### config.mk
export PLATFORM = sky130hd
export DESIGN_NAME = axi_burst_mem_writer
export DESIGN_NICKNAME = d
export VERILOG_FILES = /design/src/rtl/axi_burst_mem_writer.sv
export SDC_FILE = /design/constraint.sdc
export NUM_CORES = 1
export LEC_CHECK = 0
export CORE_MARGIN = 3
export CORE_UTILIZATION = 36
export DETAILED_ROUTE_END_ITERATION = 6
export PLACE_DENSITY = 0.66
export SLEW_MARGIN = 15
export SYNTH_ARGS = -nofsm -noshare
export SYNTH_HDL_FRONTEND = slang
export SYNTH_SLANG_ARGS = --single-unit
### constraint.sdc
create_clock -name clk -period 13.1 [get_ports clk]
set_clock_uncertainty 0.05 [all_clocks]
set_input_delay 3.275 -clock clk [delete_from_list [all_inputs] [get_ports clk]]
set_output_delay 3.275 -clock clk [all_outputs]
set_load 0.02 [all_outputs]
### src/rtl/axi_burst_mem_writer.sv
// Streams a byte-length write request out as aligned AXI INCR bursts, splitting at
// MAX_BURST and 4 KiB boundaries, and returns a single OK/ERROR status per request.
module axi_burst_mem_writer #(
    parameter int ADDR_W          = 16,
    parameter int DATA_W          = 32,
    parameter int ID_W            = 4,
    parameter int AXI_ID          = 0,
    parameter int MAX_BURST       = 16,
    parameter int MAX_OUTSTANDING = 2
) (
    input  logic                clk,
    input  logic                rst,
    input  logic [ADDR_W-1:0]   req_addr,
    input  logic [ADDR_W-1:0]   req_length,
    input  logic                req_vld,
    output logic                req_rdy,
    input  logic [DATA_W-1:0]   data_in_data,
    input  logic                data_in_vld,
    output logic                data_in_rdy,
    output logic                resp_status,
    output logic                resp_vld,
    input  logic                resp_rdy,
    output logic [ID_W-1:0]     axi_aw_awid,
    output logic [ADDR_W-1:0]   axi_aw_awaddr,
    output logic [2:0]          axi_aw_awsize,
    output logic [7:0]          axi_aw_awlen,
    output logic [1:0]          axi_aw_awburst,
    output logic                axi_aw_awvalid,
    input  logic                axi_aw_awready,
    output logic [DATA_W-1:0]   axi_w_wdata,
    output logic [DATA_W/8-1:0] axi_w_wstrb,
    output logic                axi_w_wlast,
    output logic                axi_w_wvalid,
    input  logic                axi_w_wready,
    input  logic [2:0]          axi_b_bresp,
    input  logic [ID_W-1:0]     axi_b_bid,
    input  logic                axi_b_bvalid,
    output logic                axi_b_bready
);

    localparam int BYTES = DATA_W / 8;
    localparam int LSB   = $clog2(BYTES);
    localparam int OW    = $clog2(MAX_OUTSTANDING + 1);

    typedef enum logic [2:0] {IDLE, ADDR, DATA, DRAIN, RESP} state_t;

    state_t             state_reg;
    logic [ADDR_W-1:0]  addr_reg;
    logic [ADDR_W-1:0]  beats_rem_reg;
    logic [ADDR_W-1:0]  bytes_rem_reg;
    logic [7:0]         awlen_reg;
    logic [7:0]         beat_cnt_reg;
    logic [OW-1:0]      outstanding_reg;
    logic               err_reg;

    logic [ADDR_W:0]    boundary_beats;
    logic [ADDR_W:0]    burst_beats;
    logic [ADDR_W:0]    total_beats;
    logic [7:0]         awlen_next;
    logic [ADDR_W-1:0]  addr_step;
    logic               misaligned;
    logic               in_data;
    logic               aw_hs;
    logic               w_hs;
    logic               b_hs;
    logic               wlast_int;
    logic               unused_bid;

    assign unused_bid = ^axi_b_bid;

    // Beats left before the next 4 KiB page; only meaningful when the address space spans pages.
    generate
        if (ADDR_W > 12) begin : g_page
            logic [12:0] to_page;
            assign to_page        = (13'd4096 - {1'b0, addr_reg[11:0]}) >> LSB;
            assign boundary_beats = {{(ADDR_W-12){1'b0}}, to_page};
        end else begin : g_no_page
            assign boundary_beats = '1;
        end
    endgenerate

    always_comb begin
        burst_beats = {1'b0, beats_rem_reg};
        if (burst_beats > (ADDR_W+1)'(MAX_BURST))
            burst_beats = (ADDR_W+1)'(MAX_BURST);
        if (burst_beats > boundary_beats)
            burst_beats = boundary_beats;
    end

    assign awlen_next  = 8'(burst_beats - 1'b1);
    assign addr_step   = ADDR_W'(burst_beats << LSB);
    assign total_beats = ({1'b0, req_length} + (ADDR_W+1)'(BYTES - 1)) >> LSB;
    assign misaligned  = (req_addr & ADDR_W'(BYTES - 1)) != '0;

    assign in_data   = (state_reg == DATA);
    assign aw_hs     = axi_aw_awvalid && axi_aw_awready;
    assign w_hs      = axi_w_wvalid && axi_w_wready;
    assign b_hs      = axi_b_bvalid && axi_b_bready;
    assign wlast_int = in_data && (beat_cnt_reg == awlen_reg);

    assign req_rdy        = (state_reg == IDLE) && !rst;
    assign axi_aw_awid    = ID_W'(AXI_ID);
    assign axi_aw_awaddr  = addr_reg;
    assign axi_aw_awsize  = 3'(LSB);
    assign axi_aw_awlen   = (state_reg == ADDR) ? awlen_next : 8'd0;
    assign axi_aw_awburst = 2'b01;
    assign axi_aw_awvalid = (state_reg == ADDR) && (outstanding_reg != OW'(MAX_OUTSTANDING));
    assign axi_w_wdata    = data_in_data;
    assign axi_w_wvalid   = in_data && data_in_vld;
    assign data_in_rdy    = in_data && axi_w_wready;
    assign axi_w_wlast    = wlast_int;
    // Shifting ones by the remaining byte count yields the tail mask, or all ones once >= BYTES.
    assign axi_w_wstrb    = !in_data ? '0 :
                            (beats_rem_reg == ADDR_W'(1)) ? ~({BYTES{1'b1}} << bytes_rem_reg) :
                            {BYTES{1'b1}};
    assign axi_b_bready   = (outstanding_reg != '0);
    assign resp_vld       = (state_reg == RESP);
    assign resp_status    = (state_reg == RESP) && err_reg;

    always_ff @(posedge clk or posedge rst) begin
        if (rst) begin
            state_reg       <= IDLE;
            addr_reg        <= '0;
            beats_rem_reg   <= '0;
            bytes_rem_reg   <= '0;
            awlen_reg       <= '0;
            beat_cnt_reg    <= '0;
            outstanding_reg <= '0;
            err_reg         <= 1'b0;
        end else begin
            case ({aw_hs, b_hs})
                2'b10:   outstanding_reg <= outstanding_reg + 1'b1;
                2'b01:   outstanding_reg <= outstanding_reg - 1'b1;
                default: outstanding_reg <= outstanding_reg;
            endcase
            if (b_hs && axi_b_bresp != 3'd0)
                err_reg <= 1'b1;

            case (state_reg)
                IDLE: if (req_vld) begin
                    if (req_length == '0) begin
                        state_reg <= RESP;
                    end else if (misaligned) begin
                        err_reg   <= 1'b1;
                        state_reg <= RESP;
                    end else begin
                        addr_reg      <= req_addr;
                        beats_rem_reg <= ADDR_W'(total_beats);
                        bytes_rem_reg <= req_length;
                        state_reg     <= ADDR;
                    end
                end
                ADDR: if (aw_hs) begin
                    awlen_reg    <= awlen_next;
                    addr_reg     <= addr_reg + addr_step;
                    beat_cnt_reg <= '0;
                    state_reg    <= DATA;
                end
                DATA: if (w_hs) begin
                    beats_rem_reg <= beats_rem_reg - 1'b1;
                    bytes_rem_reg <= (bytes_rem_reg > ADDR_W'(BYTES)) ?
                                     bytes_rem_reg - ADDR_W'(BYTES) : '0;
                    if (wlast_int) begin
                        beat_cnt_reg <= '0;
                        state_reg    <= (beats_rem_reg != ADDR_W'(1)) ? ADDR : DRAIN;
                    end else begin
                        beat_cnt_reg <= beat_cnt_reg + 1'b1;
                    end
                end
                DRAIN: if (outstanding_reg == '0)
                    state_reg <= RESP;
                RESP: if (resp_rdy) begin
                    err_reg   <= 1'b0;
                    state_reg <= IDLE;
                end
                default: state_reg <= IDLE;
            endcase
        end
    end

endmodule

# ---- Yosys cells after proc, flatten, opt, wreduce, memory -nomap -nowiden
# Index checks and enable logic that the tools add are counted.
# Widths: inputs -> output; s select.
dict set report op_classes {
  bitwise 1
  reduce_logical 26
  mux 42
  order_cmp 3
  n_eq_ne 18
  shift 1
  addsub 9
}
# operator n
set ops {}
lappend ops {{$mux 16} 14}
lappend ops {{$pmux 16 s2} 3}
lappend ops {{$mux 8} 4}
lappend ops {{$mux 3} 8}
lappend ops {{$add 16x2->17 const B} 1}
lappend ops {{$add 16x16->16} 1}
lappend ops {{$eq 16x1->1 const B} 1}
lappend ops {{$gt 16x11->1} 1}
lappend ops {{$gt 16x3->1 const B} 1}
lappend ops {{$gt 16x5->1 const B} 1}
lappend ops {{$logic_not 16->1} 1}
lappend ops {{$ne 16x1->1 const B} 1}
lappend ops {{$pmux 8 s2} 1}
lappend ops {{$reduce_bool 16->1} 1}
lappend ops {{$shl 4x16->4 const A} 1}
lappend ops {{$sub 16x1->16 const B} 1}
lappend ops {{$sub 16x3->16 const B} 1}
lappend ops {{$pmux 3 s5} 1}
lappend ops {{$mux 14} 1}
lappend ops {{$ne 2x2->1 const B} 7}
lappend ops {{$sub 13x12->13 const A} 1}
lappend ops {{$logic_and 1x1->1} 10}
lappend ops {{$reduce_and 5->1} 2}
lappend ops {{$reduce_bool 2->1} 5}
lappend ops {{other kinds (24)} 31}
dict set report word_totals {
  inputBits 79
  regBits 70
  out_inout_bits 77
  wordCells 108
}

# ---- Logic depth before layout (Yosys ltp)
# Gate-level depths: netlist (run 1).
dict set report depth {
  ltp_word 8
  ltp_mapped 22
  mapped_depth_nobuf 21
}

# ---- Worst setup path before layout (run 1)
# Ideal clock, no wire load.
dict set report synth_path {
  path_type {flip-flop to output port}
  from {register addr_reg[2], in the netlist axi_aw_awaddr[2]}
  to {output port axi_aw_awlen[6]}
  arrival_ps 5421
  path_slack_ps 4354
  n_path_buf 3
  required_time_ps 9775
  stages_incl_launch_ff 21
  path_cell_list {dfrtp_1 > or4_1 > buf_2 > or2_1 > buf_2 > or4_4 > or3_4 > nand2_2 > ha_1 > nand4_1 > nor2_1 > o21ai_0 > a311oi_2 > clkbuf_1 > a31oi_1 > ha_1 > or4_1 > o32ai_2 > xnor2_1 > mux2_2 > nor2_1}
}
dict set report synth_via {
  elab_chain_cells 5
}
# element line_no
set synth_lines {}
lappend synth_lines {{from (decl)} 48} ;# logic [ADDR_W-1:0] addr_reg;
lappend synth_lines {{from (signal assigned)} 147} ;# addr_reg <= req_addr;
lappend synth_lines {{from (signal assigned)} 155} ;# addr_reg <= addr_reg + addr_step;
lappend synth_lines {{$sub 13x12->13 *} 75} ;# assign to_page = (13'd4096 - {1'b0, addr_reg[11:0]}) >> LSB;
lappend synth_lines {{$gt 16x11->1} 86} ;# if (burst_beats > boundary_beats)
lappend synth_lines {{$mux 14 *} 86}
lappend synth_lines {{$sub 8x1->8 *} 90} ;# assign awlen_next = 8'(burst_beats - 1'b1);
lappend synth_lines {{$mux 8 *} 105} ;# assign axi_aw_awlen = (state_reg == ADDR) ? awlen_next : 8'd0;
lappend synth_lines {{to (decl)} 26} ;# output logic [7:0] axi_aw_awlen,
# Mark *: on every way between the ends. The rest lies on a longest branch, timed or not.

# ---- Final worst setup path (run 1)
# Ends and elaborated chain as after synthesis.

==> results.cfg, run 1 <==
[place]
io_buffers = 78
place_ws_ns = 3.64
globalplace.congestion = 0.872
dp_cells = 980
hpwl_mm = 11.5

[synth]
synth-edff-count = 0
ys_warn_count = 0
synth.ff_latch_count = 70
yosysTopAreaCell = dfrtp_1
synthCells = 745
async_flop_share_pct = 100
synth_area_leaders = dfrtp_1 (29%), ha_1 (7.1%), o21ai_0 (5.6%), buf_4 (5.2%), nand2_1 (4.5%)
postSynthAreaPerCell_um2 = 7.99
yosys.area.top_type_share_pct = 29.4
ys_types = 69
ys_seq_area_share_pct = 29.4
synth-main-ff-cell = dfrtp_1
netlist_area_um2 = 5950

[job]
timing.max_cap.violations = 0

[sta]
tns_ns = 0
worstMarginPinSlew_ns = 1.04
slew_viol_final = 0
period_share_pct = 74.8
worst_slack_ns = 3.30
fmax_mhz = 102
timing.final.crit_period_ns = 9.80
slew_headroom_pct = 30.4
setup_viol = 0
hold_ws_ns = 0.438
rsz0062_at_grt = no
finalHoldViolations = 0

[pwr]
vdd_drop_max_v = 0.0000794
powerDensity_nw_per_um2 = 209
p_leak_nw = 2.87

[layout]
area_delta_synth_final_pct = 16.5
regArea_um2 = 1750
drive_gt1_share_pct = 5.51
layout.nets = 889
insertedDiodeCount = 0
multiInputGateArea_um2 = 3710
finalNonFillerCells = 996
n_fill_cell = 1623
finish.utilization_pct = 43.2

[clock_tree]
ctsResizeCount = 0
clkSinkCount = 70
clockBufferDepth = 2
insertion_delay_ns = 0.34
post_cts_buffers = 0
root_buffer = clkbuf_16
cts_tree = built
path_clk_slew_ns = 0.06
hold_buffers = 0
numCtsBuffers = 9
htreeDepth = 3

[global_route]
track_usage_pct = 17.1
first_global_vias = 5031
grt_max_degree = 71
grt_first_pass_wirelength_mm = 25.1
antenna_found_initial = 0
overflow = 0

[status]
status = finished clean

[floorplanning]
die_y_um = 135
die_x_um = 135
rows = 46
ios = 156
die_area_um2 = 18100
initial_utilization_pct = 37.1
core-area_um2 = 16100

[drt]
wl_met1_mm = 7.29
routed-wl-met3_um = 641
final_antenna_net_count = 0
met2WireLength_mm = 7.46
drtPass1Iterations = 5
wl_mm = 15.5
post_drt_wl_per_cell_um = 15.6
dr_total_vias = 5361
top_layer = met4
viasPerCell = 5.38
drc = 0
first_iter_violations = 313

[min_path]
worstHoldStart = outstanding_reg[1]
hold_path.class = reg2reg

[critical_path]
endpoint_kind = output pin
path_class = reg2out
timing.rr.start = axi_aw_awaddr[2]
crit_fanout = 16
crit_arrival_ns = 6.48
startpoint = axi_aw_awaddr[2]
start_kind = flip-flop
cp.required_ns = 9.77
where the power goes:
part	switching [mW]	internal (mW)
Combinational	0.442	0.346
Sequential	0.122	0.303
Clock	0.0967	0.138
kinds of logic (layout without fill, tap and decap cells):
| family | after synthesis | after routing | synth area share, % |
|---|---|---|---|
| XOR/XNOR | 42 | 42 | 6.18 |
| AND/OR/NAND/NOR | 266 | 266 | 22.4 |
| AO/OA/AOI/OAI | 208 | 208 | 22.1 |
| buffers and inverters | 105 | 125 | 9.29 |
| other | 2 | 17 | 0.126 |
| multiplexers | 17 | 17 | 2.94 |
| flip-flops | 70 | 70 | 29.4 |
| adder cells (fa/ha/maj) | 35 | 35 | 7.48 |
cell usage in the layout (no fill, tap or decap), types with 5 or more instances in the layout:
master and n:
or4_1 7, nand2b_1 7, clkbuf_16 9, inv_1 25
nor3_1 23, nor4_1 10, nor2_1 65, clkdlybuf4s50_1 78
mux2i_1 13, nand2_1 72, a31o_2 5, o21ai_1 7
a31oi_1 6, a211oi_1 6, o31ai_1 7, xor2_1 12
nand3_1 18, a22o_1 12, and2_1 8, xnor2_1 30
ha_1 34, buf_4 5, and3_1 11, conb_1 17
o21ai_0 67, a21o_1 5, nand4_1 10, o22ai_1 9
a21oi_1 44, o211a_1 5, dfrtp_1 70, o211ai_1 7
layer usage:
metal,vias to the layer above,track usage (%)
met5,-,0
met4,0,2.94
met2,107,28.3
met3,13,3.91
met1,2541,23.2
li1,2700,-
worst max-delay path, cell delays in order (launching register included):
cell and delay, ns:
dfrtp_1 0.46, or4_1 0.71, or2_1 0.37, or4_4 0.46, or3_4 0.36, nand2_2 0.08, ha_1 0.14, nand4_1 0.09
nor2_1 0.11, o21ai_0 0.11, a311oi_2 0.25, buf_4 0.27, mux2i_1 0.44, inv_1 0.09, ha_1 0.33, or4_1 0.54
o32ai_2 0.23, xnor2_1 0.09, mux2_2 0.28, nor2_1 0.11, clkdlybuf4s50_1 0.63
through the flow:
step | total power, mW | cell area (um2)
4_1_cts | 1.45 | 6940
3_3_place_gp | 1.20 | 6650
6_report | 1.45 | 6940
5_1_grt | 1.58 | 6940
2_1_floorplan | 1.00 | 6010
3_5_place_dp | 1.21 | 6650
Yosys cell counts, types with 3 or more instances:
cell type  count
buf_4         41
and2_1         8
o21a_1         3
nand4_1       10
o31ai_1        7
or4_1          7
nand3_1       18
and3_1        11
buf_2          4
xnor2_1       30
nand3b_1       4
a211oi_1       6
a32oi_1        4
o211ai_1       7
o21ai_1        7
ha_1          34
nor2_1        65
o22ai_1        9
nand2_1       72
a22o_1        12
nand2b_1       7
nand4b_1       3
mux2_2         4
nor3b_1        3
nor2b_1        4
a21oi_1       45
o211a_1        5
clkbuf_1      32
nor4_1        10
inv_1         26
dfrtp_1       70
mux2i_1       13
nor3_1        23
and4_1         3
a31o_2         5
or3_1          4
a31oi_1        6
xor2_1        12
a22oi_1        3
o21ai_0       67
a21o_1         5
cell type report:
cell class | instances | share of cell area [%]
flip-flops and latches | 70 | 25.2
clock buffers | 11 | 3.64
inverters | 26 | 1.41
repair buffers | 83 | 11.8
multi-input cells | 585 | 53.5
clock inverters | 5 | 0.487
well taps | 216 | 3.90
path summary, 6_finish.rpt:
| check | slack [ns] | cells after the start | endpoint |
|---|---|---|---|
| worst max-delay path | 3.30 | 20 | axi_aw_awlen[6] |
| worst min-delay path | 0.44 | 1 | outstanding_reg[1] |
| worst max register to register | 7.17 | 21 | axi_aw_awaddr[14] |
| worst min register to register | 0.44 | 1 | outstanding_reg[1] |
| max in group asynchronous | 8.87 | 3 | axi_aw_awaddr[14] |
| min in group asynchronous | 3.51 | 3 | outstanding_reg[1] |
(Power assumes the default switching activity.)
==> run 2, diff against run 1 <==
==> constraint.sdc (replaced) <==
create_clock -name clk -period 9.6 [get_ports clk]
set_clock_uncertainty 0.05 [all_clocks]
set_input_delay 2.4 -clock clk [delete_from_list [all_inputs] [get_ports clk]]
set_output_delay 2.4 -clock clk [all_outputs]
set_load 0.02 [all_outputs]
==> run 2 against run 1 <==
Global-route usage is 0.12 points higher. Flip-flop and latch count stayed put. Sequential share of layout area hardly changed. Routed wire length is 0.73% higher. Design area is 0.13% higher. Power is 37% higher. Critical endpoint unchanged. Die area stayed put. Critical path depth stayed put. Count of clock-buffer cells in the layout is 1 higher. First-iteration DRC count is 6.4% higher.
==> results.cfg, run 2 (synthesis gave the netlist of run 1 again) <==
[status]
status = finished clean

[clock_tree]
cts_tree = built
numCtsBuffers = 9
insertion_delay_ns = 0.35
path_clk_slew_ns = 0.05
clkSinkCount = 70
root_buffer = clkbuf_16
htreeDepth = 3
ctsResizeCount = 0
hold_buffers = 0
post_cts_buffers = 0
clockBufferDepth = 2

[place]
placed_cell_area_um2 = 6660
io_buffers = 78
hpwl_mm = 11.5
dp_cells = 981
globalplace.congestion = 0.828
place_ws_ns = 1.02

[critical_path]
crit_arrival_ns = 6.47
reg2reg_depth = 21
cp.required_ns = 7.15
endpoint_kind = output pin
start_kind = flip-flop
startpoint = axi_aw_awaddr[2]
timing.rr.start = axi_aw_awaddr[2]
crit_fanout = 16
path_class = reg2out

[layout]
layout.nets = 890
finish.utilization_pct = 43.3
area_delta_synth_final_pct = 16.7
finalInstanceArea_um2 = 6950
finalNonFillerCells = 997
drive_gt1_share_pct = 5.51
final_cell_mix = clkdlybuf4s50_1 (78), nand2_1 (72), dfrtp_1 (70)
insertedDiodeCount = 0
n_fill_cell = 1582
mostFrequentLayoutCell = clkdlybuf4s50_1

[floorplanning]
rows = 46
initial_utilization_pct = 37.1
die_y_um = 135
die_x_um = 135
die_area_um2 = 18100
core-area_um2 = 16100
ios = 156

[job]
timing.max_cap.violations = 0

[global_route]
first_global_vias = 5021
track_usage_pct = 17.2
overflow = 0
grt_first_pass_wirelength_mm = 25.0
grt_max_degree = 71
antenna_found_initial = 0

[drt]
dr_total_vias = 5425
drtPass1Iterations = 5
drc = 0
first_iter_violations = 333
final_antenna_net_count = 0
wl_mm = 15.6
viasPerCell = 5.44
post_drt_wl_per_cell_um = 15.7

[sta]
finalHoldViolations = 0
slew_viol_final = 0
period_share_pct = 92.9
worst_slack_ns = 0.685
rsz0062_at_grt = no
fmax_mhz = 112
hold_ws_ns = 0.450
slew_headroom_pct = 28.4
timing.final.crit_period_ns = 8.92
setup_viol = 0
worstMarginPinSlew_ns = 1.07
tns_ns = 0

[min_path]
min_path_cells = 2
hold_path.class = reg2reg
worstHoldStart = awlen_reg[1]

[pwr]
powerDensity_nw_per_um2 = 285
p_leak_nw = 2.87
finalPower_mw = 1.98
vdd_drop_max_v = 0.000112
## run 2: changes by cell type in the layout (fill, tap and decap cells not counted)
cell / before / now
clkinv_2: 2 / 0
buf_4: 5 / 6
clkbuf_1: 0 / 1
clkinvlp_4: 2 / 3
## run 2: final timing paths
kind / to / slack [ns]
min reg2reg: awlen_reg[1] / 0.45
max reg2reg: axi_aw_awaddr[14] / 3.63
max: axi_aw_awlen[6] / 0.68
min in group asynchronous: bytes_rem_reg[1] / 2.65
min: awlen_reg[1] / 0.45
max in group asynchronous: axi_aw_awaddr[4] / 6.25
## run 2: metal layers
layer  GRT usage (%)  routed length (um)  vias to the layer above
met4            4.98                 199                        0
met3            3.84                 748                       18
met2            28.7                7500                      128
met1            22.5                7180                     2585
li1                -                   -                     2694
met5               0                   0                        -
## run 2: cell type report
| cell class | count | area, um2 | share of cell area (%) |
|---|---|---|---|
| well taps | 216 | 270 | 3.89 |
| clock inverters | 4 | 31.3 | 0.450 |
| multi-input cells | 585 | 3710 | 53.5 |
| inverters | 26 | 97.6 | 1.40 |
| repair buffers | 84 | 826 | 11.9 |
| flip-flops and latches | 70 | 1750 | 25.2 |
| clock buffers | 12 | 256 | 3.69 |
## run 2: where the power goes
group          switching (mW)  total [mW]  internal, mW
Clock                   0.132       0.322         0.189
Combinational           0.606        1.08         0.473
Sequential              0.167       0.580         0.413
## run 2: critical path, cell delays in order, from the launching register on
cell             delay [ns]
dfrtp_1                0.46
or4_1                  0.71
or2_1                  0.37
or4_4                  0.46
or3_4                  0.37
nand2_2                0.08
ha_1                   0.14
nand4_1                0.11
nor2_1                 0.12
o21ai_0                0.11
a311oi_2               0.25
buf_4                  0.26
mux2i_1                0.42
inv_1                  0.09
ha_1                   0.32
or4_1                  0.54
o32ai_2                0.23
xnor2_1                0.08
mux2_2                 0.27
nor2_1                 0.10
clkdlybuf4s50_1        0.63
==> run 3, diff against run 2 <==
--- a/config.mk
+++ b/config.mk
@@ -5,6 +5,7 @@
 export SDC_FILE = /design/constraint.sdc
 export NUM_CORES = 1
 export LEC_CHECK = 0
+export CORE_ASPECT_RATIO = 1.1
 export CORE_MARGIN = 3
 export CORE_UTILIZATION = 36
 export DETAILED_ROUTE_END_ITERATION = 6
==> run 3 against run 2 <==
Power rose by 1.5%. Largest power group unchanged. Count of clock-buffer cells in the layout fell by 1. Setup slack got worse by 0.045 ns. Critical path depth did not move. Worst hold slack improved by 0.0084 ns. Die area barely moved.
==> results.cfg, run 3 (synthesis gave the netlist of run 1 again) <==
[layout]
layout.nets = 889
insertedDiodeCount = 0
mostFrequentLayoutCell = clkdlybuf4s50_1
area_delta_synth_final_pct = 16.6
finish.utilization_pct = 43.4
final_cell_mix = clkdlybuf4s50_1 (78), nand2_1 (72), dfrtp_1 (70)
drive_gt1_share_pct = 5.39

[pwr]
vdd_drop_max_v = 0.000110
finalPower_mw = 2.01
p_leak_nw = 2.89
powerDensity_nw_per_um2 = 290

[clock_tree]
path_clk_slew_ns = 0.06
insertion_delay_ns = 0.35
htreeDepth = 3
root_buffer = clkbuf_16
post_cts_buffers = 0
clockBufferDepth = 2
numCtsBuffers = 9
hold_buffers = 0
clkSinkCount = 70
ctsResizeCount = 0
cts_tree = built

[floorplanning]
initial_utilization_pct = 37.3
die_x_um = 129
core-area_um2 = 16000
die_area_um2 = 18100
ios = 156
die_y_um = 141
rows = 48

[sta]
setup_viol = 0
finalHoldViolations = 0
tns_ns = 0
rsz0062_at_grt = no
fmax_mhz = 112
slew_viol_final = 0
timing.final.crit_period_ns = 8.96
hold_ws_ns = 0.459
slew_headroom_pct = 28.4
worstMarginPinSlew_ns = 1.07
period_share_pct = 93.3

[status]
status = finished clean

[global_route]
antenna_found_initial = 0
grt_first_pass_wirelength_mm = 25.7
overflow = 0
first_global_vias = 5118
track_usage_pct = 17.5
grt_max_degree = 71

[drt]
viasPerCell = 5.55
drtPass1Iterations = 5
final_antenna_net_count = 0
dr_total_vias = 5430
first_iter_violations = 362
wl_mm = 15.8
post_drt_wl_per_cell_um = 16.1
drc = 0

[place]
io_buffers = 78
globalplace.congestion = 0.819
hpwl_mm = 11.5

[critical_path]
crit_fanout = 16
reg2reg_depth = 21
start_kind = flip-flop
path_class = reg2out
cp.required_ns = 7.15
endpoint_kind = output pin
crit_arrival_ns = 6.51

[min_path]
min_path_cells = 2
hold_path.class = reg2reg

[job]
timing.max_cap.violations = 0
==> run 3: final cells by class <==
type	count	area [um2]
clock inverter	4	55.1
timing repair buffer	83	818
inverter	26	97.6
multi-input combinational	585	3710
clock buffer	11	253
sequential	70	1750
tap	200	250
fill	1607	9040
==> run 3: final timing paths <==
check,from,endpoint,slack (ns)
hold reg to reg,awlen_reg[1],awlen_reg[1],0.46
hold / removal,awlen_reg[1],awlen_reg[1],0.46
setup / recovery,axi_aw_awaddr[2],axi_aw_awlen[6],0.64
max in group asynchronous,rst,beats_rem_reg[9],6.20
min in group asynchronous,rst,bytes_rem_reg[2],2.66
setup reg to reg,axi_aw_awaddr[2],axi_aw_awaddr[14],3.68
==> run 3: through the flow <==
| step | worst slack, ns | cell area [um2] | instances |
|---|---|---|---|
| finish | 0.640 | 6940 | 979 |
| floorplan | 1.73 | 6010 | 760 |
| CTS | 0.657 | 6940 | 979 |
| global route | 0.387 | 6940 | 979 |
| global placement | 1.15 | 6630 | 964 |
| detailed placement | 1.03 | 6630 | 964 |
==> run 3: worst max-delay path, cell delays in order (launching register included) <==
cell	delay [ns]
dfrtp_1	0.45
or4_1	0.73
or2_1	0.37
or4_4	0.46
or3_4	0.36
nand2_2	0.08
ha_1	0.14
nand4_1	0.10
nor2_1	0.11
o21ai_0	0.12
a311oi_2	0.25
buf_4	0.28
mux2i_1	0.41
inv_1	0.09
ha_1	0.32
or4_1	0.54
o32ai_2	0.24
xnor2_1	0.09
mux2_2	0.28
nor2_1	0.11
clkdlybuf4s50_1	0.63
==> run 3: routing by layer <==
metal	share of wire, %	vias up	GRT usage [%]
li1	-	2700	-
met1	45	2588	23.7
met2	48	125	28.4
met3	4.9	17	2.50
met4	1.9	0	6.36
met5	0	-	0
==> run 3: where the power goes <==
part	switching (mW)	internal [mW]	leakage (nW)	total, mW
Clock	0.138	0.215	0.148	0.354
Sequential	0.166	0.413	0.881	0.579
Combinational	0.605	0.472	1.86	1.08
